**src/rtl/spi_regbank_peripheral.sv**
```systemverilog
// SPI mode-0 register bank: NUM_REGS x DATA_W registers written/read over asynchronous SPI pins.
// Latency: a write lands 4 clk after the nCS pin rises; no backpressure, the SPI controller paces frames.
module spi_regbank_peripheral #(
    parameter int ADDR_W   = 7,
    parameter int DATA_W   = 8,
    parameter int NUM_REGS = 5
) (
    input  logic                         clk,
    input  logic                         rst_n,
    input  logic                         SCLK,
    input  logic                         COPI,
    input  logic                         nCS,
    output logic                         CIPO,
    output logic                         CIPO_oe,
    output logic [NUM_REGS*DATA_W-1:0]   regs_out,
    output logic                         wr_strobe,
    output logic [ADDR_W-1:0]            wr_addr,
    output logic                         frame_err,
    output logic                         busy
);

    localparam int FRAME_W = 1 + ADDR_W + DATA_W;
    localparam int CNT_W   = $clog2(FRAME_W + 2);

    typedef enum logic [1:0] {IDLE, SHIFT, READOUT, COMMIT} state_t;
    state_t state, state_nxt;

    logic [2:0]         sclk_sync, ncs_sync, copi_sync;
    logic [1:0]         sync_fill;
    logic               armed;
    logic               sclk_rise, sclk_fall, ncs_rise, ncs_fall, copi_bit;

    logic [FRAME_W-1:0] rx;
    logic [DATA_W-1:0]  tx;
    logic [CNT_W-1:0]   bit_cnt;
    logic [DATA_W-1:0]  regs [NUM_REGS];

    logic [ADDR_W-1:0]  rd_addr, cm_addr;
    logic [DATA_W-1:0]  rd_word, cm_data;
    logic               cm_hit, frame_ok, do_write;

    // armed only after a genuinely sampled high nCS, so a frame cut by reset is ignored
    always_ff @(posedge clk) begin
        if (!rst_n) begin
            sclk_sync <= '0;
            ncs_sync  <= '1;
            copi_sync <= '0;
            sync_fill <= '0;
            armed     <= 1'b0;
        end else begin
            sclk_sync <= {sclk_sync[1:0], SCLK};
            ncs_sync  <= {ncs_sync[1:0], nCS};
            copi_sync <= {copi_sync[1:0], COPI};
            sync_fill <= {sync_fill[0], 1'b1};
            armed     <= armed | (sync_fill[1] & ncs_sync[1]);
        end
    end

    assign sclk_rise = sclk_sync[1] & ~sclk_sync[2];
    assign sclk_fall = ~sclk_sync[1] & sclk_sync[2];
    assign ncs_rise  = ncs_sync[1] & ~ncs_sync[2];
    assign ncs_fall  = ~ncs_sync[1] & ncs_sync[2];
    assign copi_bit  = copi_sync[2];
    assign busy      = ~ncs_sync[1];

    assign rd_addr  = rx[ADDR_W-1:0];
    assign cm_addr  = rx[FRAME_W-2 -: ADDR_W];
    assign cm_data  = rx[DATA_W-1:0];
    assign frame_ok = (bit_cnt == CNT_W'(FRAME_W));
    assign do_write = (state == COMMIT) && frame_ok && rx[FRAME_W-1] && cm_hit;

    always_comb begin
        rd_word = '0;
        cm_hit  = 1'b0;
        for (int k = 0; k < NUM_REGS; k++) begin
            if (rd_addr == ADDR_W'(k)) rd_word = regs[k];
            if (cm_addr == ADDR_W'(k)) cm_hit = 1'b1;
        end
    end

    always_ff @(posedge clk) begin
        if (!rst_n) state <= IDLE;
        else        state <= state_nxt;
    end

    always_comb begin
        state_nxt = state;
        case (state)
            IDLE:    if (ncs_fall && armed) state_nxt = SHIFT;
            SHIFT: begin
                if (ncs_rise)
                    state_nxt = COMMIT;
                else if (bit_cnt == CNT_W'(ADDR_W + 1) && !rx[ADDR_W])
                    state_nxt = READOUT;
            end
            READOUT: if (ncs_rise) state_nxt = COMMIT;
            COMMIT:  state_nxt = IDLE;
            default: state_nxt = IDLE;
        endcase
    end

    always_ff @(posedge clk) begin
        if (!rst_n) begin
            rx        <= '0;
            tx        <= '0;
            bit_cnt   <= '0;
            CIPO      <= 1'b0;
            CIPO_oe   <= 1'b0;
            wr_strobe <= 1'b0;
            frame_err <= 1'b0;
            wr_addr   <= '0;
        end else begin
            wr_strobe <= do_write;
            frame_err <= (state == COMMIT) && !frame_ok;
            if (do_write) wr_addr <= cm_addr;
            case (state)
                IDLE: begin
                    CIPO    <= 1'b0;
                    CIPO_oe <= 1'b0;
                    if (ncs_fall && armed) begin
                        bit_cnt <= '0;
                        rx      <= '0;
                        tx      <= '0;
                    end
                end
                SHIFT, READOUT: begin
                    // an nCS rise discards any SCLK edge seen in the same clk
                    if (!ncs_rise) begin
                        if (sclk_rise) begin
                            rx <= {rx[FRAME_W-2:0], copi_bit};
                            if (bit_cnt != CNT_W'(FRAME_W + 1)) bit_cnt <= bit_cnt + CNT_W'(1);
                        end
                        if (state == SHIFT && state_nxt == READOUT) tx <= rd_word;
                        if (state == READOUT && sclk_fall && bit_cnt < CNT_W'(FRAME_W)) begin
                            CIPO    <= tx[DATA_W-1];
                            tx      <= {tx[DATA_W-2:0], 1'b0};
                            CIPO_oe <= 1'b1;
                        end
                    end
                end
                COMMIT: begin
                    CIPO    <= 1'b0;
                    CIPO_oe <= 1'b0;
                end
                default: ;
            endcase
        end
    end

    always_ff @(posedge clk) begin
        if (!rst_n) begin
            for (int k = 0; k < NUM_REGS; k++) regs[k] <= '0;
        end else if (do_write) begin
            for (int k = 0; k < NUM_REGS; k++)
                if (cm_addr == ADDR_W'(k)) regs[k] <= cm_data;
        end
    end

    for (genvar g = 0; g < NUM_REGS; g++) begin : g_out
        assign regs_out[g*DATA_W +: DATA_W] = regs[g];
    end

endmodule

```
**config.mk**
```make
export PLATFORM = sky130hd
export DESIGN_NAME = spi_regbank_peripheral
export DESIGN_NICKNAME = d
export VERILOG_FILES = /design/src/rtl/spi_regbank_peripheral.sv
export SDC_FILE = /design/constraint.sdc
export NUM_CORES = 1
export LEC_CHECK = 0
export ABC_CLOCK_PERIOD_IN_PS = 6700
export CAP_MARGIN = 15
export CELL_PAD_IN_SITES_DETAIL_PLACEMENT = 2
export CELL_PAD_IN_SITES_GLOBAL_PLACEMENT = 2
export CORE_UTILIZATION = 38
export CTS_CLUSTER_DIAMETER = 80
export DETAILED_ROUTE_END_ITERATION = 12
export GPL_TIMING_DRIVEN = 0
export HOLD_SLACK_MARGIN = 0.02
export PLACE_DENSITY = 0.85
export SETUP_SLACK_MARGIN = 0.5
export SKIP_LAST_GASP = 1
export SYNTH_ARGS = -nofsm -noshare
export SYNTH_HDL_FRONTEND = slang
export SYNTH_SLANG_ARGS = --single-unit
```
**constraint.sdc**
```tcl
create_clock -name clk -period 6.7 [get_ports clk]
set_clock_uncertainty 0.2 [all_clocks]
set_input_delay 0.67 -clock clk [delete_from_list [all_inputs] [get_ports clk]]
set_output_delay 0.67 -clock clk [all_outputs]
set_load 0.02 [all_outputs]
```
==> results_dict.tcl <==
set metrics [dict create \
    synthCells 321 \
    dr.first_iter.drc_count 133 \
    grtUsageMet3 0.0359 \
    cp_cell_sequence "inv_1 > ha_1 > and4bb_2 > nand4_1 > nor3_1 > inv_1 > o21ai_1" \
    core-area_sq_mm 0.00968 \
    design_area_sq_mm 0.00472 \
    port_buffers 56 \
    yosysMostFrequentCell "dfxtp_1" \
    required_ns 6.50 \
    clock_latency_ns 0.38 \
    chipHeight_um 102 \
    setup_viol 0 \
    grt_first_pass_wirelength_mm 19.1 \
    min_path_cells 1 \
    tns_ns 0 \
    worstHoldStart "ncs_sync[0]" \
    clk_pin_slew_worst_paths_ns 0.10 \
    startpoint_type "flop" \
    cts.sinks 94 \
    via_per_inst 5.55 \
    gp_congestion 0.767 \
    rows 36 \
    slowest_stage "o21ai_1" \
    antenna_found_initial 0 \
    leakage_nw 1.62 \
    status "complete, but fails checks" \
    synth_area_leaders "edfxtp_1 32%, dfxtp_1 29%, mux4_2 4.8%" \
    crit_type "reg2reg" \
    grt_pass1_vias 3309 \
    ys_types 41 \
    min_path_type "reg2reg" \
    yosysTopAreaCellShare 0.318 \
    grt_use_total 0.259 \
    synth-seq-cells 94 \
    holdPathEnd "ncs_sync[1]" \
    tritoncts "yes" \
    postCtsResizedCells 0 \
    htree_levels 3 \
    post-place-ws_ns 3.71 \
    violations "design-rule violations" \
    yosys-top-cells-count "54 x dfxtp_1, 40 x edfxtp_1, 34 x nand2_1" \
    cts-root-buf "clkbuf_8" \
    gr-usage-met2 0.472 \
    met1_usage 0.293 \
    worst_pin_slew_ns 1.05 \
    finalHoldViolCount 0 \
    dieArea_sq_mm 0.0104 \
    clk_path_buf_depth 2 \
    dp_cells 512 \
    synth_top_flop_cell "dfxtp_1" \
    cts_buffers 9 \
    cap_violations 0 \
    post_synth.cell_area_avg_sq_um 11.8 \
    slowest_delay_ns 0.82 \
    fp.dieW_um 102 \
    drc 1 \
    syn_to_final_growth_pct 25.0 \
    end_kind "flop" \
    clock.fmax_mhz 333 \
    diodes 0 \
    maxSlewViolCount 0 \
    cp_common_cell "inv_1" \
    grt_overflow 0 \
    wirelength_mm 12.3 \
    synth-edff-count 40 \
    yosysSeqAreaShare 0.604 \
    cp_top_family "simple AND/OR/NAND/NOR gates" \
    syn_nets 333 \
    nets 402 \
    io_pins 57 \
    reg2reg_depth 7 \
    vias 2932 \
    dp_hpwl_mm 9.07 \
    fin_crit_sh 0.449 \
    drive_gt1_frac 0.0886 \
    reg2reg_from "bit_cnt[0]" \
    yosys_warnings 0 \
    grt_busiest_layer "met2" \
    setup_slack_ns 3.69 \
    r2r_slack_ns 3.69 \
    r2r-end "regs[0][5]" \
    drt-wirelength-per-cell_um 23.2 \
    placed_area_sq_mm 0.00453 \
    fin_util 0.488 \
    cts_hold_buf 0 \
    post_cts_buffers 0 \
    cp_max_fo 8 \
    postRouteAntennaNets 0 \
    netlist_area_sq_mm 0.00378 \
    ys_async_sr_fraction 0 \
    initial_core_util 0.390 \
    instances_no_fill 528 \
    grt_max_degree 18 \
    relSlewSlack 0.293 \
    ir_worst_vdd_uv 156 \
    synth.largest_area_cell "edfxtp_1" \
    arrival_ns 2.80 \
    powerDensity_mw_per_mm2 234 \
    fillers 975 \
    crit_buf_inv 2 \
    rsz0062_at_grt "no" \
    dr.pass1.iters 10 \
    layout_min_cycle_time_ns 3.01 \
]
==> cell families after synthesis <==
kind of cell	Yosys count	share of synthesized area
DFF	94	0.604
buffers and inverters	27	0.0275
adders and majority gates	7	0.0232
muxes	18	0.0745
and+or+nand+nor	121	0.167
AOI/OAI and AO/OA	51	0.0977
xor gates and xnor gates	3	0.00695
==> cell usage in the layout (no fill, tap or decap), types with 2 or more instances in the layout <==
cell,netlist,final
mux2i_1,9,9
mux4_2,8,8
nand4b_1,2,2
and3_1,5,5
o41ai_2,1,2
clkbuf_1,14,14
a21oi_1,21,21
and2_1,16,16
nor2b_1,2,2
edfxtp_1,40,40
nor3_1,4,4
nand2b_1,5,5
o211ai_1,7,7
nor4_1,2,2
buf_2,2,3
o31ai_4,2,2
ha_1,7,7
clkbuf_8,0,9
clkdlybuf4s50_1,0,56
xor2_1,3,3
inv_1,9,9
a221o_1,7,7
o21ai_0,6,4
nand4_1,16,16
inv_6,0,3
clkinv_4,0,2
nor2_1,21,21
nor3b_1,2,2
nand3_1,8,8
nand2_1,34,34
o21ai_1,1,3
dfxtp_1,54,54
==> per-stage QoR <==
| stage | hold WS (ns) | power [mW] |
|---|---|---|
| detailed placement | 0.199 | 0.743 |
| CTS | 0.224 | 1.12 |
| global route | 0.240 | 1.15 |
| floorplan | 0.186 | 0.692 |
| finish | 0.218 | 1.11 |
| global placement | 0.196 | 0.735 |
==> how the worst max path moves through the flow <==
stage	start	endpoint	slack (ns)	cells after the start
after floorplan	bit_cnt[0]	regs[0][10]	4.20	5
after global placement	bit_cnt[0]	regs[0][10]	3.06	5
after detailed placement	bit_cnt[0]	regs[0][2]	3.71	7
after CTS	bit_cnt[0]	regs[0][5]	3.64	7
after global routing	bit_cnt[0]	regs[0][5]	3.53	7
final	bit_cnt[0]	regs[0][5]	3.69	7
==> registers in the layout (all words and copies together), names as in the netlist, 2 cells and up <==
name       count
regs          40
rx            16
tx             8
wr_addr        7
bit_cnt        5
copi_sync      3
ncs_sync       3
sclk_sync      3
state          2
sync_fill      2
==> power by group <==
group          switching, mW  internal, mW
logic                 0.0717        0.0379
registers             0.0111         0.610
clock network          0.214         0.162
==> area by class of cell <==
cell class	count	area [sq um]	share of cell area
clock inverter	6	48.8	0.0103
sequential	94	2280	0.483
clock buffer	10	149	0.0315
tap	133	166	0.0352
multi-input combinational	200	1400	0.297
inverter	10	37.5	0.00794
buffer	17	66.3	0.0140
timing repair buffer	58	573	0.121
==> per-layer routing <==
metal	share of wire	vias to the layer above	wire (um)
met4	0.036	0	441
met5	0	-	0
met1	0.40	1519	4850
met3	0.023	28	277
li1	-	1327	-
met2	0.55	58	6690
No activity file was read; power rests on OpenSTA's default activity.
